--- config.mk ---
export PLATFORM = sky130hd
export DESIGN_NAME = fetch_redirect_unit
export DESIGN_NICKNAME = d
export VERILOG_FILES = /design/src/rtl/fetch_redirect_unit_pkg.sv /design/src/rtl/fetch_redirect_unit_skid_buffer.sv /design/src/rtl/fetch_redirect_unit.sv
export SDC_FILE = /design/constraint.sdc
export NUM_CORES = 1
export LEC_CHECK = 0
export BUFFER_PORTS_ARGS = -buffer_cell sky130_fd_sc_hd__buf_2
export CAP_MARGIN = 0
export CORE_MARGIN = 10
export CORE_UTILIZATION = 45
export CTS_CLUSTER_DIAMETER = 100
export CTS_CLUSTER_SIZE = 8
export DETAILED_ROUTE_END_ITERATION = 6
export GPL_ROUTABILITY_DRIVEN = 0
export HOLD_SLACK_MARGIN = 0.12
export PLACE_DENSITY = 0.66
export SLEW_MARGIN = 20
export SYNTH_ARGS = -nofsm -noshare
export SYNTH_HDL_FRONTEND = slang
export SYNTH_SLANG_ARGS = --single-unit
export TNS_END_PERCENT = 20
--- constraint.sdc ---
create_clock -name clk -period 10.44 [get_ports clk]
set_clock_uncertainty 0.15 [all_clocks]
set_input_delay 2.088 -clock clk [delete_from_list [all_inputs] [get_ports clk]]
set_output_delay 2.088 -clock clk [all_outputs]
set_load 0.005 [all_outputs]
--- src/rtl/fetch_redirect_unit_pkg.sv ---
// Shared definitions for the fetch/redirect path: FSM encodings, branch
// interface widths used by the ID stage and condition checker, NOP default.
package fetch_redirect_unit_pkg;

  typedef enum logic [1:0] {
    IDLE  = 2'd0,
    REQ   = 2'd1,
    DRAIN = 2'd2,
    SKID  = 2'd3
  } fetchState_e;

  localparam int BR_ADDR_W = 32;
  localparam int INSTR_W   = 32;

  localparam logic [INSTR_W-1:0] DEFAULT_NOP = 32'h0000_0000;

endpackage

--- src/rtl/fetch_redirect_unit_skid_buffer.sv ---
// One-entry holding slot for an instruction that returned while IF/ID was
// stalled. Clear wins over load so a redirect always discards wrong-path data.
module fetch_skid_buffer
  import fetch_redirect_unit_pkg::*;
#(
  parameter int                ADDR_W    = BR_ADDR_W,
  parameter int                DATA_W    = INSTR_W,
  parameter logic [DATA_W-1:0] NOP_INSTR = DATA_W'(DEFAULT_NOP)
) (
  input  logic              clk,
  input  logic              rst,
  input  logic              load,
  input  logic              unload,
  input  logic              clear,
  input  logic [DATA_W-1:0] loadInstr,
  input  logic [ADDR_W-1:0] loadPc,
  output logic [DATA_W-1:0] skidInstr,
  output logic [ADDR_W-1:0] skidPc,
  output logic              skidValid
);

  // Single entry storage with clear > load > unload priority.
  always_ff @(posedge clk or posedge rst) begin
    if (rst) begin
      skidInstr <= NOP_INSTR;
      skidPc    <= '0;
      skidValid <= 1'b0;
    end else if (clear) begin
      skidInstr <= NOP_INSTR;
      skidValid <= 1'b0;
    end else if (load) begin
      skidInstr <= loadInstr;
      skidPc    <= loadPc;
      skidValid <= 1'b1;
    end else if (unload) begin
      skidValid <= 1'b0;
    end
  end

endmodule

--- src/rtl/fetch_redirect_unit.sv ---
// Owns the PC and the imem fetch handshake, fills IF/ID, and applies taken
// branches from ID by redirecting the PC and squashing the wrong-path fetch.
module fetch_redirect_unit
  import fetch_redirect_unit_pkg::*;
#(
  parameter int                ADDR_W    = BR_ADDR_W,
  parameter int                DATA_W    = INSTR_W,
  parameter logic [ADDR_W-1:0] RESET_PC  = '0,
  parameter logic [ADDR_W-1:0] PC_STEP   = ADDR_W'(1'b1),
  parameter logic [DATA_W-1:0] NOP_INSTR = DATA_W'(DEFAULT_NOP),
  parameter int                CNT_W     = 16
) (
  input  logic              clk,
  input  logic              rst,
  input  logic              brCond,
  input  logic [ADDR_W-1:0] brTarget,
  input  logic              stall,
  input  logic              imemAck,
  input  logic [DATA_W-1:0] imemRdata,
  output logic              imemReq,
  output logic [ADDR_W-1:0] imemAddr,
  output logic [DATA_W-1:0] ifInstr,
  output logic [ADDR_W-1:0] ifPc,
  output logic              ifValid,
  output logic              ifFlush,
  output logic [CNT_W-1:0]  redirectCount
);

  fetchState_e       stateR, nextStateS;
  logic [ADDR_W-1:0] pcR, pcNextS, addrNextS, ifPcNextS;
  logic [DATA_W-1:0] ifInstrNextS;
  logic              ifValidNextS, reqNextS, redirectS;
  logic              skidLoadS, skidUnloadS;
  logic [CNT_W-1:0]  cntNextS;
  logic [DATA_W-1:0] skidInstrS;
  logic [ADDR_W-1:0] skidPcS;
  logic              skidValidS;

  assign redirectS = brCond & ifValid & ~stall;

  fetch_skid_buffer #(
    .ADDR_W   (ADDR_W),
    .DATA_W   (DATA_W),
    .NOP_INSTR(NOP_INSTR)
  ) uSkid (
    .clk      (clk),
    .rst      (rst),
    .load     (skidLoadS),
    .unload   (skidUnloadS),
    .clear    (redirectS),
    .loadInstr(imemRdata),
    .loadPc   (imemAddr),
    .skidInstr(skidInstrS),
    .skidPc   (skidPcS),
    .skidValid(skidValidS)
  );

  // Next-state, fetch address and IF/ID update selection.
  always_comb begin
    nextStateS   = stateR;
    pcNextS      = redirectS ? brTarget : pcR;
    addrNextS    = imemAddr;
    ifInstrNextS = ifInstr;
    ifPcNextS    = ifPc;
    ifValidNextS = ifValid;
    skidLoadS    = 1'b0;
    skidUnloadS  = 1'b0;
    case (stateR)
      IDLE: begin
        nextStateS = REQ;
        addrNextS  = pcR;
      end
      REQ: begin
        if (imemAck) begin
          if (redirectS) begin
            addrNextS = brTarget;
          end else if (stall) begin
            skidLoadS  = 1'b1;
            pcNextS    = imemAddr + PC_STEP;
            nextStateS = SKID;
          end else begin
            ifInstrNextS = imemRdata;
            ifPcNextS    = imemAddr;
            ifValidNextS = 1'b1;
            pcNextS      = imemAddr + PC_STEP;
            addrNextS    = imemAddr + PC_STEP;
          end
        end else if (redirectS) begin
          // Request stays up at the old address until imem answers it.
          nextStateS = DRAIN;
        end else if (!stall) begin
          ifValidNextS = 1'b0;
          ifInstrNextS = NOP_INSTR;
        end else begin
          nextStateS = REQ;
        end
      end
      DRAIN: begin
        if (imemAck) begin
          addrNextS  = pcNextS;
          nextStateS = REQ;
        end else begin
          nextStateS = DRAIN;
        end
      end
      SKID: begin
        if (redirectS) begin
          addrNextS  = brTarget;
          nextStateS = REQ;
        end else if (!stall) begin
          skidUnloadS  = 1'b1;
          ifInstrNextS = skidInstrS;
          ifPcNextS    = skidPcS;
          ifValidNextS = skidValidS;
          addrNextS    = pcR;
          nextStateS   = REQ;
        end else begin
          nextStateS = SKID;
        end
      end
      default: begin
        nextStateS = IDLE;
      end
    endcase
    // A taken branch always squashes whatever IF/ID would otherwise receive.
    ifValidNextS = ifValidNextS & ~redirectS;
    ifInstrNextS = redirectS ? NOP_INSTR : ifInstrNextS;
    reqNextS     = (nextStateS == REQ) || (nextStateS == DRAIN);
    cntNextS     = (redirectS && (redirectCount != {CNT_W{1'b1}}))
                   ? redirectCount + CNT_W'(1'b1) : redirectCount;
  end

  // State, PC, fetch request and IF/ID registers.
  always_ff @(posedge clk or posedge rst) begin
    if (rst) begin
      stateR        <= IDLE;
      pcR           <= RESET_PC;
      imemAddr      <= RESET_PC;
      imemReq       <= 1'b0;
      ifInstr       <= NOP_INSTR;
      ifPc          <= '0;
      ifValid       <= 1'b0;
      ifFlush       <= 1'b0;
      redirectCount <= '0;
    end else begin
      stateR        <= nextStateS;
      pcR           <= pcNextS;
      imemAddr      <= addrNextS;
      imemReq       <= reqNextS;
      ifInstr       <= ifInstrNextS;
      ifPc          <= ifPcNextS;
      ifValid       <= ifValidNextS;
      ifFlush       <= redirectS;
      redirectCount <= cntNextS;
    end
  end

endmodule

Word-level counts from Yosys, hierarchy flattened
Cells that the tools add are included.
Widths: inputs -> output; s select.
{"block": "word_totals", "ff_bits": 214, "inputBits": 69, "out_inout_bits": 115, "wordCells": 96}
{"block": "classes", "addsub": 2, "n_eq_ne": 14, "mux": 52, "n_bitwise": 5, "n_reduce_logical": 11}
{"cell": "$mux 32", "count": 22}
{"cell": "$pmux 32 s2", "count": 2}
{"cell": "$pmux 32 s4", "count": 1}
{"cell": "$add 32x1->32 const B", "count": 1}
{"cell": "$mux 1", "count": 17}
{"cell": "$add 16x1->16 const B", "count": 1}
{"cell": "$mux 2", "count": 8}
{"cell": "$ne 16x16->1 const B", "count": 1}
{"cell": "$ne 2x2->1 const B", "count": 6}
{"cell": "$pmux 2 s4", "count": 1}
{"cell": "$eq 2x2->1 const B", "count": 3}
{"cell": "$ne 3x3->1 const B", "count": 2}
{"cell": "$reduce_and 6->1", "count": 1}
{"cell": "$reduce_bool 3->1", "count": 2}
{"cell": "$eq 2x1->1 const B", "count": 2}
{"cell": "$reduce_and 4->1", "count": 1}
{"cell": "$reduce_bool 2->1", "count": 2}
{"cell": "$and 1x1->1", "count": 3}
{"cell": "$reduce_and 3->1", "count": 1}
{"cell": "$logic_not 2->1", "count": 1}
{"cell": "$not 1->1", "count": 2}
{"cell": "$pmux 1 s2", "count": 1}
{"cell": "$reduce_and 2->1", "count": 1}
{"cell": "$logic_and 1x1->1", "count": 1}
{"cell": "$logic_or 1x1->1", "count": 1}

Logic depth before layout (Yosys ltp)
{"block": "depth", "word_depth": 7, "ltp_mapped": 9, "depth_no_buf": 6}

By module
A second synthesis with hierarchy kept.
{"block": "hier_totals", "cells_unflattened": 1172, "area_unflattened_um2": 10998.0}
{"mod": "fetch_redirect_unit", "instances": 1, "cells_per_inst": 994, "area_per_inst_um2": 8338.0, "seq_area_each_um2": 3728.6}
{"mod": "fetch_skid_buffer", "instances": 1, "cells_per_inst": 178, "area_per_inst_um2": 2660.1, "seq_area_each_um2": 1626.6}

Worst setup path before layout
OpenSTA, ideal clock, no wires.
{"block": "synth_timing", "path_kind": "input to register", "from": "input port stall", "to": "register imemAddr[31]", "setup_ns": 0.136, "arrival_time_ns": 3.676, "t_required_ns": 10.154, "setup_slack_ns": 6.479, "path_stages": 7, "n_path_buf": 1, "path_cell_list": "buf_2 nand3b_2 inv_2 mux2_2 a221o_1 o32ai_1 a211oi_1"}
{"block": "synth_via", "elab_chain_len": 5, "word_cells_on_any_way": 11, "classes_between": "eq/ne (2); mux (6); bitwise (2); reduce/logical (1)"}
{"element": "start: declaration", "line_no": "fetch_redirect_unit.sv:17", "rtl": "input logic stall,"}
{"element": "$not 1->1", "line_no": "fetch_redirect_unit.sv:39", "rtl": "assign redirectS = brCond & ifValid & ~stall;"}
{"element": "$and 1x1->1", "line_no": "fetch_redirect_unit.sv:39"}
{"element": "$mux 32 (on tied branches)", "line_no": "fetch_redirect_unit.sv:61, fetch_redirect_unit.sv:75"}
{"element": "$mux 32 (on tied branches)", "line_no": "fetch_redirect_unit.sv:99, fetch_redirect_unit.sv:74"}
{"element": "$pmux 32 s4", "line_no": "fetch_redirect_unit.sv:68", "rtl": "case (stateR)"}
{"element": "end signal: assignment", "line_no": "fetch_redirect_unit.sv:148", "rtl": "imemAddr <= addrNextS;"}
{"element": "end: declaration", "line_no": "fetch_redirect_unit.sv:21", "rtl": "output logic [ADDR_W-1:0] imemAddr,"}
Several ways; a longest one is shown, not always the timed one. The select of a mux whose other input is x is not followed.
A chain may end at the register's enable or synchronous reset.

Final worst setup path
Ends and elaborated chain as after synthesis.

==> results.sh <==
export IMPL_r2r_start="ifValid$_DFF_PP0_"
export IMPL_clk_latency_ns=0.54
export IMPL_cts_clk_slew_worst_paths_ns=0.05
export IMPL_maxSlewViolCount=0
export IMPL_timing_worst_slew_pin_value_ns=0.862
export IMPL_cts_root_buf="clkbuf_16"
export IMPL_cp_top_family="buffers and inverters"
export IMPL_status="finished clean"
export IMPL_fin_setup_tns_ns=0
export IMPL_crit_path_end_kind="flip-flop"
export IMPL_port_buffers=183
export IMPL_dp_hpwl_um=21700
export IMPL_layout_commonest_cell="nand2_1"
export IMPL_vias=10200
export IMPL_hold_viol=0
export IMPL_synth_edf_count=0
export IMPL_clock_path_buffers=3
export IMPL_synthFlopType="dfrtp_1"
export IMPL_die_x_um=176
export IMPL_arrival_ns=5.58
export IMPL_drive_gt1_frac=0.188
export IMPL_holdPathStages=2
export IMPL_drtIter0Drc=1032
export IMPL_path_cells="buf_2, nand3b_4, clkinv_2, buf_4, mux2_2, a221o_1, o32ai_1, a211oi_1"
export IMPL_reg2reg_to="imemAddr[31]$_DFFE_PP0P_"
export IMPL_grt_pass1_vias=9817
export IMPL_h_tree_depth=1
export IMPL_synth_cell_types=66
export IMPL_cpPeakStageDelay_ns=0.74
export IMPL_r2r_slack_ns=6.39
export IMPL_p_leak_nw=5.78
export IMPL_rsz0062_at_grt="false"
export IMPL_start_kind="primary input"
export IMPL_path_buf_inv=3
export IMPL_ant_nets=0
export IMPL_cts_tree="yes"
export IMPL_fin_hold_ws_ns=0.322
export IMPL_ios=184
export IMPL_track_usage=0.212
export IMPL_setup_viol_count_final=0
export IMPL_synthArstFlopShare=1.00
export IMPL_fin_util=0.532
export IMPL_synth_seq_cells=214
export IMPL_yosysWarnings=0
export IMPL_post_cts_resized=0
export IMPL_antenna_found_initial=1
export IMPL_route_detailed_drc=0
export IMPL_hp_start="uSkid.skidPc[17]$_DFFE_PP0P_"
export IMPL_hp_class="reg2reg"
export IMPL_yosysTopAreaCell="dfrtp_1"
export IMPL_synthesis_nets=1347
export IMPL_via_per_inst=5.91
export IMPL_post_cts_setup_buffers=0
export IMPL_maxSlewHeadroom=0.426
export IMPL_numClockSinks=214
export IMPL_crit_path_start="stall"
export IMPL_min_to="uSkid.skidPc[17]$_DFFE_PP0P_"
export IMPL_reg2regPathDepth=7
export IMPL_routedWlPerCell_um=19.8
export IMPL_grt_first_pass_wirelength_um=54100
export IMPL_row_count=57
export IMPL_drv_cap=0
export IMPL_path_max_fanout=76
export IMPL_ys_seq_area_frac=0.488
export IMPL_ir_worst_vdd_v=0.000133
export IMPL_powerDensity_mw_per_mm2=238
export IMPL_overflow=0
export IMPL_cts_hold_fix_buffers=0
export IMPL_power_mw=3.06
export IMPL_avgSynthCellArea_um2=8.60
export IMPL_final_cell_mix="nand2_1, dfrtp_1, buf_2"
export IMPL_dr_pass1_iters=6
export IMPL_wirelength_um=34200
export IMPL_fin_crit_sh=0.509
export IMPL_fin_crit_ns=5.32
export IMPL_critPathKind="in2reg"
export IMPL_die_area_mm2=0.0310
export IMPL_fp_dieH_um=176
export IMPL_core_area_mm2=0.0242
export IMPL_place_inst=1694
export IMPL_slowest_stage="buf_4"
export IMPL_synthTopCellsByArea="dfrtp_1, nand2_1, nand3_1, nor2_1, a31oi_1"
export IMPL_synth_top_area_share=0.488
export IMPL_synth_area_mm2=0.0110
export IMPL_n_antenna_cell=0
export IMPL_max_freq_mhz=188
export IMPL_area_growth_pct=17.2
export IMPL_syn_instance_count=1276
export IMPL_initial_core_util=0.454
export IMPL_grt_max_degree=105
export IMPL_nNetsFinal=1474
export IMPL_cp_required_ns=10.70
export IMPL_numCtsBuffers=30
export IMPL_final_cells=1727
-- registers in the layout, indices dropped and copies added (netlist names), 2 cells and up --
register         cells
pcR                 32
uSkid.skidPc        32
uSkid.skidInstr     32
ifInstr             32
stateR               2
redirectCount       16
imemAddr            32
ifPc                32
-- logic make-up after synthesis --
| logic type | share of synthesized area |
|---|---|
| AND/OR/NAND/NOR | 0.251 |
| AO/OA/AOI/OAI | 0.171 |
| flip-flops | 0.488 |
| buffers and inverters | 0.0426 |
| XOR/XNOR | 0.0295 |
| multiplexers | 0.0155 |
| adder cells (fa/ha/maj) | 0.00228 |
-- worst min-delay path: cells and delay by family (launching register included) --
kind	cells	cell delay, ns
flops	1	0.33
simple gates	2	0.10
-- metrics by stage --
step	instance area [um^2]	setup WS [ns]
after global routing	12900	4.94
final	12900	5.12
after CTS	12800	5.18
after detailed placement	12000	4.62
after floorplan	11000	2.35
after global placement	12000	4.68
-- synthesized netlist by cell type, types with 3 or more instances --
cell        n
nor3_1      7
mux2_2      8
o21ai_0    44
and4_1      8
dfrtp_1   214
nor4_2      3
a32oi_1     5
a22oi_1     8
or3_1       4
o21a_1      8
a221oi_1    9
xnor2_1    26
nor3_2      3
nor4_1      3
o211ai_1    9
a32o_1      4
buf_2      26
o221ai_1    3
nor2_1    110
a31oi_1    47
a41oi_1     3
o21ai_1     5
nor2b_1     4
buf_1       9
a211oi_1    9
nand2b_1    9
and3_1     10
xor2_1     11
mux2i_1     8
a21oi_1    44
and4b_1     3
o22ai_1    12
and2_1     14
clkbuf_1   72
a311oi_1   32
o22a_1     10
a221o_1     3
inv_1       7
nand4_1    19
nand3_1    94
nand2_1   316
-- metal layers --
metal | vias to the layer above | track usage | wire, um
li1 | 4738 | - | -
met1 | 4966 | 0.279 | 14400
met2 | 423 | 0.335 | 15900
met3 | 77 | 0.0504 | 2760
met4 | 2 | 0.0767 | 1200
met5 | - | 0 | 13
-- final cells by class --
| class | instances | area [um^2] |
|---|---|---|
| Inverter | 9 | 42.5 |
| Timing Repair Buffer | 202 | 1080 |
| Fill cell | 2256 | 11300 |
| Clock buffer | 31 | 764 |
| Clock inverter | 1 | 16.3 |
| Sequential cell | 214 | 5360 |
| Tap cell | 324 | 405 |
| Multi-Input combinational cell | 946 | 5190 |
-- worst max path at each step --
stage                                           to  slack [ns]  cells past startpoint
after floorplan                  ifFlush$_DFF_PP0_        2.35                      1
after detailed placement  imemAddr[31]$_DFFE_PP0P_        4.62                      8
after global routing      imemAddr[31]$_DFFE_PP0P_        4.94                      8
after CTS                 imemAddr[31]$_DFFE_PP0P_        5.18                      8
final                     imemAddr[31]$_DFFE_PP0P_        5.12                      8
after global placement    imemAddr[31]$_DFFE_PP0P_        4.68                      8
-- power by group --
part	internal [mW]	total [mW]	switching (mW)
registers	1.08	1.38	0.292
logic	0.367	0.828	0.462
clock network	0.508	0.855	0.347
total	1.96	3.06	1.10
(Power assumes the default switching activity.)
